### config.mk
export PLATFORM = sky130hd
export DESIGN_NAME = sa_operand_feeder
export DESIGN_NICKNAME = d
export VERILOG_FILES = /design/src/rtl/sa_pkg.sv /design/src/rtl/sa_vec_fifo.sv /design/src/rtl/sa_operand_feeder.sv
export SDC_FILE = /design/constraint.sdc
export NUM_CORES = 2
export LEC_CHECK = 0
export ABC_AREA = 1
export BUFFER_PORTS_ARGS = -buffer_cell sky130_fd_sc_hd__buf_2
export CAP_MARGIN = 10
export CORE_MARGIN = 3
export CORE_UTILIZATION = 35
export DETAILED_ROUTE_END_ITERATION = 7
export GPL_TIMING_DRIVEN = 0
export PLACE_DENSITY = 0.58
export RECOVER_POWER = 25
export SYNTH_ARGS = -nofsm -noshare
export SYNTH_HDL_FRONTEND = slang
export SYNTH_SLANG_ARGS = --single-unit
### constraint.sdc
create_clock -name clk -period 4.5 [get_ports clk]
set_input_delay 0.225 -clock clk [delete_from_list [all_inputs] [get_ports clk]]
set_output_delay 0.225 -clock clk [all_outputs]
set_load 0.005 [all_outputs]
### src/rtl/sa_pkg.sv
// Shared types and constants for the systolic-array operand feeders.
package sa_pkg;

   // Feeder sequencing states
   typedef enum logic [1:0] {
      IDLE   = 2'd0,
      STREAM = 2'd1,
      FLUSH  = 2'd2
   } sa_feed_state_e;

   localparam int SA_DWIDTH = 8;   // default lane width
   localparam int SA_KLEN_W = 16;  // width of the tile-length field

endpackage

### src/rtl/sa_vec_fifo.sv
// Synchronous vector FIFO for the operand feeder. Occupancy is kept in a
// level register so full/empty/ready decisions all come straight off a flop.
// A push at full is refused even when a pop happens in the same cycle.
module sa_vec_fifo
   import sa_pkg::*;
#(
   parameter int ROWS   = 8,
   parameter int DWIDTH = SA_DWIDTH,
   parameter int DEPTH  = 16,
   localparam int AW    = $clog2(DEPTH),
   localparam int VW    = ROWS * DWIDTH
) (
   input  logic          clk,
   input  logic          rstn,
   input  logic          push,
   input  logic [VW-1:0] push_data,
   input  logic          pop,
   output logic [VW-1:0] pop_data,
   output logic [AW:0]   level
);

   localparam logic [AW:0] FULL_LVL = (AW+1)'(DEPTH);

   logic [VW-1:0] r_mem [DEPTH];
   logic [AW-1:0] r_wr_ptr;
   logic [AW-1:0] r_rd_ptr;
   logic [AW:0]   r_level;
   logic          w_push_ok;
   logic          w_pop_ok;

   assign w_push_ok = push && (r_level < FULL_LVL);
   assign w_pop_ok  = pop && (r_level != '0);
   assign pop_data  = r_mem[r_rd_ptr];
   assign level     = r_level;

   // Storage array; contents are don't-care until written, so no reset
   always_ff @(posedge clk) begin
      if (w_push_ok) r_mem[r_wr_ptr] <= push_data;
   end

   // Pointers wrap naturally at DEPTH (power of two); level tracks occupancy
   always_ff @(posedge clk or negedge rstn) begin
      if (!rstn) begin
         r_wr_ptr <= '0;
         r_rd_ptr <= '0;
         r_level  <= '0;
      end else begin
         if (w_push_ok) r_wr_ptr <= r_wr_ptr + AW'(1);
         if (w_pop_ok)  r_rd_ptr <= r_rd_ptr + AW'(1);
         case ({w_push_ok, w_pop_ok})
            2'b10:   r_level <= r_level + (AW+1)'(1);
            2'b01:   r_level <= r_level - (AW+1)'(1);
            default: r_level <= r_level;
         endcase
      end
   end

endmodule

### src/rtl/sa_operand_feeder.sv
// Operand feeder for one edge of the systolic array: buffers packed vectors,
// replays a tile of k_len vectors as a diagonally skewed stream (lane i
// delayed by i advances), then flushes ROWS-1 zero vectors so every PE sees
// the whole tile. `fire` marks each cycle where out_data advanced.
// Optional build macro: SA_FEEDER_STALL_CNT_EN enables the empty-FIFO stall
// counter on stall_cnt; without it stall_cnt is tied to zero.
module sa_operand_feeder
   import sa_pkg::*;
#(
   parameter int ROWS   = 8,
   parameter int DWIDTH = SA_DWIDTH,
   parameter int DEPTH  = 16,
   localparam int LW    = $clog2(DEPTH) + 1,
   localparam int VW    = ROWS * DWIDTH
) (
   input  logic                 clk,
   input  logic                 rstn,
   input  logic [VW-1:0]        in_data,
   input  logic                 in_valid,
   output logic                 in_ready,
   input  logic                 start,
   input  logic [SA_KLEN_W-1:0] k_len,
   output logic                 busy,
   output logic                 done,
   output logic                 fire,
   output logic [VW-1:0]        out_data,
   output logic [LW-1:0]        fifo_level,
   output logic [15:0]          stall_cnt
);

   localparam int FW = (ROWS > 1) ? $clog2(ROWS) : 1;
   localparam logic [LW-1:0] FULL_LVL = LW'(DEPTH);

   sa_feed_state_e               r_state;
   logic [SA_KLEN_W-1:0]         r_remaining;
   logic [FW-1:0]                r_flush_cnt;
   logic                         r_busy;
   logic                         r_done;
   logic                         r_last;   // last advance of the tile happened last cycle
   logic                         r_fire;
   logic [ROWS-1:0][DWIDTH-1:0]  r_out;

   logic [VW-1:0]                w_fifo_rd;
   logic                         w_empty;
   logic                         w_pop;
   logic                         w_adv;
   logic                         w_start_ok;
   logic [ROWS-1:0][DWIDTH-1:0]  w_skew_in;
   logic [ROWS-1:0][DWIDTH-1:0]  w_tap;

   sa_vec_fifo #(
      .ROWS   (ROWS),
      .DWIDTH (DWIDTH),
      .DEPTH  (DEPTH)
   ) u_fifo (
      .clk       (clk),
      .rstn      (rstn),
      .push      (in_valid),
      .push_data (in_data),
      .pop       (w_pop),
      .pop_data  (w_fifo_rd),
      .level     (fifo_level)
   );

   assign in_ready   = (fifo_level < FULL_LVL);
   assign w_empty    = (fifo_level == '0);
   assign w_pop      = (r_state == STREAM) && !w_empty;
   assign w_adv      = w_pop || (r_state == FLUSH);
   // busy also covers the cycle between the last advance and done
   assign w_start_ok = start && (r_state == IDLE) && !r_busy;
   assign w_skew_in  = (r_state == STREAM) ? w_fifo_rd : '0;

   // Per-lane delay lines: lane i holds i stages, shifting only on advance
   for (genvar gi = 0; gi < ROWS; gi++) begin : g_lane
      if (gi == 0) begin : g_direct
         assign w_tap[gi] = w_skew_in[gi];
      end else begin : g_delay
         logic [gi-1:0][DWIDTH-1:0] r_sh;
         // Shift the lane's delay line on every advance
         always_ff @(posedge clk or negedge rstn) begin
            if (!rstn) begin
               r_sh <= '0;
            end else if (w_adv) begin
               r_sh[0] <= w_skew_in[gi];
               for (int j = 1; j < gi; j++) r_sh[j] <= r_sh[j-1];
            end
         end
         assign w_tap[gi] = r_sh[gi-1];
      end
   end

   // Common output register and fire strobe: update together on advance
   always_ff @(posedge clk or negedge rstn) begin
      if (!rstn) begin
         r_out  <= '0;
         r_fire <= 1'b0;
      end else begin
         r_fire <= w_adv;
         if (w_adv) r_out <= w_tap;
      end
   end

   // Tile sequencer: IDLE -> STREAM (pop k_len vectors) -> FLUSH (ROWS-1 zeros)
   always_ff @(posedge clk or negedge rstn) begin
      if (!rstn) begin
         r_state     <= IDLE;
         r_remaining <= '0;
         r_flush_cnt <= '0;
         r_busy      <= 1'b0;
         r_done      <= 1'b0;
         r_last      <= 1'b0;
      end else begin
         r_done <= r_last;
         r_last <= 1'b0;
         if (r_last) r_busy <= 1'b0;
         case (r_state)
            IDLE: begin
               if (w_start_ok) begin
                  if (k_len != '0) begin
                     r_remaining <= k_len;
                     r_state     <= STREAM;
                     r_busy      <= 1'b1;
                  end else begin
                     r_done <= 1'b1;   // empty tile: done without any fire
                  end
               end
            end
            STREAM: begin
               if (w_pop) begin
                  r_remaining <= r_remaining - SA_KLEN_W'(1);
                  if (r_remaining == SA_KLEN_W'(1)) begin
                     if (ROWS > 1) begin
                        r_state     <= FLUSH;
                        r_flush_cnt <= '0;
                     end else begin
                        r_state <= IDLE;
                        r_last  <= 1'b1;
                     end
                  end
               end
            end
            FLUSH: begin
               r_flush_cnt <= r_flush_cnt + FW'(1);
               if (r_flush_cnt == FW'(ROWS - 2)) begin
                  r_state <= IDLE;
                  r_last  <= 1'b1;
               end
            end
            default: r_state <= IDLE;
         endcase
      end
   end

   assign busy     = r_busy;
   assign done     = r_done;
   assign fire     = r_fire;
   assign out_data = r_out;

`ifdef SA_FEEDER_STALL_CNT_EN
   logic [15:0] r_stall;

   // Count STREAM cycles lost to an empty FIFO, saturating; cleared per tile
   always_ff @(posedge clk or negedge rstn) begin
      if (!rstn) begin
         r_stall <= '0;
      end else if (w_start_ok) begin
         r_stall <= '0;
      end else if ((r_state == STREAM) && w_empty && (r_stall != 16'hFFFF)) begin
         r_stall <= r_stall + 16'd1;
      end
   end

   assign stall_cnt = r_stall;
`else
   assign stall_cnt = '0;
`endif

endmodule
After elaboration in Yosys (flattened, before gate mapping)
Memories as Yosys holds them, arrays and structs flattened. Index checks and enable logic that the tools add are counted.

Bits in registers: 326. RAM bits: 1024. Bits of input ports: 84. Output and inout port bits: 89. Word-level logic and storage cells: 109. Memories: 1.

Memory list: u_fifo.r_mem (words 16, bits a word 64, rd ports 1, clocked after Yosys merged registers in 0, wr ports 1, line sa_vec_fifo.sv:24) `logic [VW-1:0] r_mem [DEPTH];`.

Add/subtract/negate cells: 6. Order comparisons: 1. Equal/unequal tests: 11. Multiplexer cells: 26. Reductions and logical operators: 18.

Operator list (count): 64-bit 2-to-1 mux (1); 16-bit 2-to-1 mux (3); 16-bit case mux with 2 select lines (1); 16-bit by 1-bit equality test with 1-bit output (second input constant) (1); 16-bit nonzero test (1); 16-bit by 1-bit subtractor with 16-bit output (second input constant) (1); 1-bit 2-to-1 mux (11); 2-bit 2-to-1 mux (5); 5-bit case mux with 2 select lines (1); 4-bit by 1-bit adder with 4-bit output (second input constant) (2); 2-bit by 1-bit != test with 1-bit output (second input constant) (4); 3-bit 2-to-1 mux (2); 2-bit case mux with 3 select lines (1); 3-bit case mux with 2 select lines (1); 2-bit nonzero test (3); 5-bit by 1-bit adder with 5-bit output (second input constant) (1); 1-bit logical AND (5); 5-bit logical NOT (1); 5-bit less-than comparator (second input constant) (1); 5-bit AND reduction (1); 5-bit nonzero test (1); 5-bit by 1-bit subtractor with 5-bit output (second input constant) (1); 2-bit by 1-bit equality test with 1-bit output (second input constant) (2); 2-bit equality test (second input constant) (2); 8 further kinds (9).

Logic depth before layout (Yosys ltp)
Depth after elaboration: 6. Depth in mapped cells: 17. Depth with buffers taken out: 15.

Modules after synthesis
A second synthesis with hierarchy kept.

Cells, all modules: 5227. Area, all modules: 56594.3 µm².

By module, submodules not included: sa_vec_fifo (instances 1, cells each 4095, area an instance 43604.3 µm², sequential area each 31074.8 µm²); sa_operand_feeder (instances 1, cells each 1132, area an instance 12990.0 µm², sequential area each 7832.5 µm²).

Least setup slack after synthesis
Ideal clock, no wire load.

Path kind: register to register. Start: reg u_fifo.r_level[4] (netlist: u_fifo.level[4]). End: mem u_fifo.r_mem[11][0] in the netlist's numbering (enable). Library setup time: 486 ps. Arrival time: 3590 ps. Data required time: 4014 ps. Slack: 424 ps. Stages on the path, launching flop included: 6. Buffers on the path: 0. Period minus slack after synthesis: 4076 ps. Cells stage by stage: dfrtp_1 -> inv_1 -> nand2_1 -> inv_1 -> nand2_1 -> nor2_1.

Cells in the longest elaborated chain, start to end: 4.

RTL lines: start, declared (line sa_vec_fifo.sv:27) `logic [AW:0] r_level;`; start signal, assigned (line sa_vec_fifo.sv:51) `2'b10: r_level <= r_level + (AW+1)'(1);`; start signal, assigned (line sa_vec_fifo.sv:52) `2'b01: r_level <= r_level - (AW+1)'(1);`; start signal, assigned (line sa_vec_fifo.sv:53) `default: r_level <= r_level;`; 5-bit less-than comparator; via in_ready (line sa_operand_feeder.sv:20) `output logic in_ready,`; 1-bit logical AND (line sa_vec_fifo.sv:31) `assign w_push_ok = push && (r_level < FULL_LVL);`; 1-bit 2-to-1 mux (line sa_vec_fifo.sv:38) `if (w_push_ok) r_mem[r_wr_ptr] <= push_data;`; 1-bit 2-to-1 mux (not written as such) (line sa_vec_fifo.sv:38); end, declared (line sa_vec_fifo.sv:24).

The timed path passes the listed nets, and every way through them passes these cells.

Worst setup path after layout
Start: reg u_fifo.r_level[1] (netlist: u_fifo.level[1]). End: reg u_fifo.r_level[4] (netlist: u_fifo.level[4]).

Cells in the longest elaborated chain, start to end: 6. Elaborated cells between the ends (all ways): 13. Classes of those cells: add/sub: 2; order compare: 1; eq/ne: 2; mux: 1; reduce/logical: 7.

RTL lines: 5-bit logical NOT (line sa_operand_feeder.sv:66) `assign w_empty = (fifo_level == '0);`; 1-bit logical NOT (line sa_operand_feeder.sv:67) `assign w_pop = (r_state == STREAM) && !w_empty;`; 1-bit logical AND (line sa_operand_feeder.sv:67); 1-bit logical AND (*) (line sa_vec_fifo.sv:32) `assign w_pop_ok = pop && (r_level != '0);`; via u_fifo.w_pop_ok (line sa_vec_fifo.sv:29) `logic w_pop_ok;`; 2-bit by 1-bit equality test with 1-bit output or 2-bit equality test (tied branches) (line sa_vec_fifo.sv:50) `case ({w_push_ok, w_pop_ok})`; 5-bit case mux with 2 select lines or 2-bit nonzero test (tied branches).

Mark *: on every way through the listed nets, which the timed path passes. The rest lies on a longest branch. A chain may end at the register's enable or synchronous reset.

==> flow_summary.ini <==
[synthesis]
synthAdderAreaFrac_pct = 0.270
synth.cell_area_um2 = 55600
synth-seq-cells = 1350
synth_top_family_by_area = simple AND/OR/NAND/NOR gates
yosysSeqAreaShare_pct = 69.9
synth_xor_area_share_pct = 0.173
syn_inst = 5362
synth_cell_types = 34
synth.area.mux_share_pct = 0
yosysWarningCount = 0
synth-simple-area-share_pct = 22.7
synth.avg_cell_area_um2 = 10.4
synth_compound_area_share_pct = 1.60

[timing]
setup_ws_ns = 1.13
worst_pin_slew_ns = 2.94
final.period_utilization_pct = 74.9
rsz0062_at_grt = no
slew_violations = 116
finalSetupViolations = 0
finalHoldWorstSlack_ns = 0.323
skew_ns = 0.0265
timing.final.crit_period_ns = 3.37
tns_ns = 0
maxSlewHeadroom_pct = -95.7
fmax_mhz = 297
timing.final.hold_violations = 0

[run]
maxCapViolCount = 1

[routing]
first_pass_iters = 8
ant_nets = 0
wl_per_cell_um = 20.5
drc = 0
wl_mm = 164
vias = 38863
drt_iter0_markers = 4217
drt-vias-per-instance = 4.87

[run_status]
status = finished with violations
violations = max-capacitance violations, max-slew violations

[grt]
antenna_found_initial = 14
grt_start_max_net_pins = 118
grtUsageTotal_pct = 19.9
grt_pass1_vias = 37151
grt_overflow_total = 0
grt_pass1_wl_mm = 243

[pwr]
powerDensity_nw_per_um2 = 682
ir_worst_vdd_uv = 471
p_leak_nw = 27.7
finalPower_mw = 44.6

[finish]
final_cell_area_um2 = 65400
layout_common_cells = nand2_1, edfxtp_1, nand3_1, inv_1, dfrtp_1
fillers = 14921
utilization_pct = 41.7
drive_above_1_share_pct = 9.71
fin_nets = 5906
area_growth_pct = 17.6
instances_no_fill = 7986
layout_commonest_cell = nand2_1

[placement]
post-dp-hpwl_mm = 112
place_ws_ns = 1.06
placed_cells = 7638
gp_congestion = 0.837
port_buffers = 156
place_area_um2 = 60200

[clock_tree]
ctsRootBufferMaster = clkbuf_16
cts_htree_levels = 4
cts_tree = done
post_cts_buffers = 0
cts_sinks = 1350
clockBufferDepth = 3
cts_inserted_buffers = 142
cts.clk_slew.worst_paths_ns = 0.06
insertion_delay_ns = 0.78

[die]
die_y_um = 405
coreArea_um2 = 157000
row_count = 145
start_util_pct = 35.4
io_pins = 173
die-width_um = 405
die_area_um2 = 164000

[setup_path]
path_max_fanout = 11
path_class = reg2reg
startpoint_type = flop
cp.required_ns = 5.17
cp-end-kind = flop
cp.arrival_ns = 4.04

[worst_hold_path]
hold_path_class = in2reg
==> worst paths after layout <==
| check | from | end | slack (ns) | cells after the start |
|---|---|---|---|---|
| min | k_len[0] | r_remaining[0] | 0.32 | 6 |
| max in group asynchronous | rstn | g_lane[2].g_delay.r_sh[4] | 1.17 | 5 |
| min in group asynchronous | rstn | r_remaining[8] | 0.63 | 3 |
| min reg2reg | out_data[55] | out_data[55] | 0.46 | 2 |
| max | u_fifo.level[1] | u_fifo.level[4] | 1.13 | 16 |
| max reg2reg | u_fifo.level[1] | u_fifo.level[4] | 1.13 | 16 |
==> worst max-delay path, cell delays in order, from the launching register on <==
cell      delay [ns]
dfrtp_1         0.46
nor2_1          0.09
nand3_2         0.13
nand2_4         0.13
inv_2           0.26
clkbuf_1        0.75
ha_1            0.27
clkbuf_1        0.25
xor2_1          0.23
ha_1            0.17
a21oi_1         0.05
nor2_1          0.14
nand2_1         0.08
nand3_1         0.08
nand2_1         0.05
nand2_1         0.05
nand2_1         0.05
==> timing repair <==
action / 4_1_cts / 5_1_grt
hold buffers: 86 / 0
hold endpoints to repair: 1166 / 0
resized for setup: 0 / 0
==> area by class of cell <==
class	instances	area (um^2)	area share [%]
Multi-Input combinational cell	3382	14000	21.3
Buffer	299	1640	2.51
Sequential cell	1350	38900	59.5
Inverter	346	1310	2.00
Clock inverter	59	507	0.774
Clock buffer	196	3960	6.06
Tap cell	2058	2570	3.93
Antenna cell	7	17.5	0.0268
Timing Repair Buffer	289	2570	3.93
==> cells in the mapped netlist, drive strengths merged <==
master  number  area, um^2
conb         1        3.75
nand3      550        2760
nand3b       6        45.0
nor2       184         693
o21ai      168         841
ha          12         150
edfxtp    1024       30700
inv        346        1310
o31ai        1        7.51
buf        217        1340
nor3         2        10.0
nand2     2419        9090
xor2        10        87.6
nand4        3        18.8
dfrtp      326        8160
a21oi        3        15.0
clkbuf      82         308
o211ai       1        7.51
a31oi        2        12.5
xnor2        1        8.76
a31o         1        8.76
or2          3        18.8
==> kinds of logic after synthesis <==
kind of cell               after synthesis
and+or+nand+nor                       3167
DFF                                   1350
buffers and inverters                  645
AOI/OAI and AO/OA                      176
adders and majority gates               12
xor gates and xnor gates                11
other                                    1
==> routing by layer <==
metal / vias to the layer above / GRT usage, % / part of all wire [%]
li1: 18386 / - / -
met1: 18583 / 27.4 / 43
met5: - / 0 / 0.0043
met3: 287 / 3.57 / 8.3
met2: 1605 / 32.2 / 46
met4: 2 / 6.13 / 2.8
==> power breakdown <==
group / internal [mW] / leakage (nW) / switching (mW)
clock network: 6.48 / 2.19 / 4.91
logic: 4.66 / 12.4 / 12.1
registers: 15.6 / 13.2 / 0.894
total: 26.8 / 27.7 / 17.9
==> registers in the layout, indices dropped and copies added (netlist names) <==
register             cells
u_fifo.r_wr_ptr          4
r_remaining             16
fire                     1
u_fifo.level             5
r_state                  2
g_lane.g_delay.r_sh    224
r_flush_cnt              3
busy                     1
r_last                   1
done                     1
u_fifo.r_mem          1024
u_fifo.r_rd_ptr          4
out_data                64
Power figures use the tool's default switching activity.
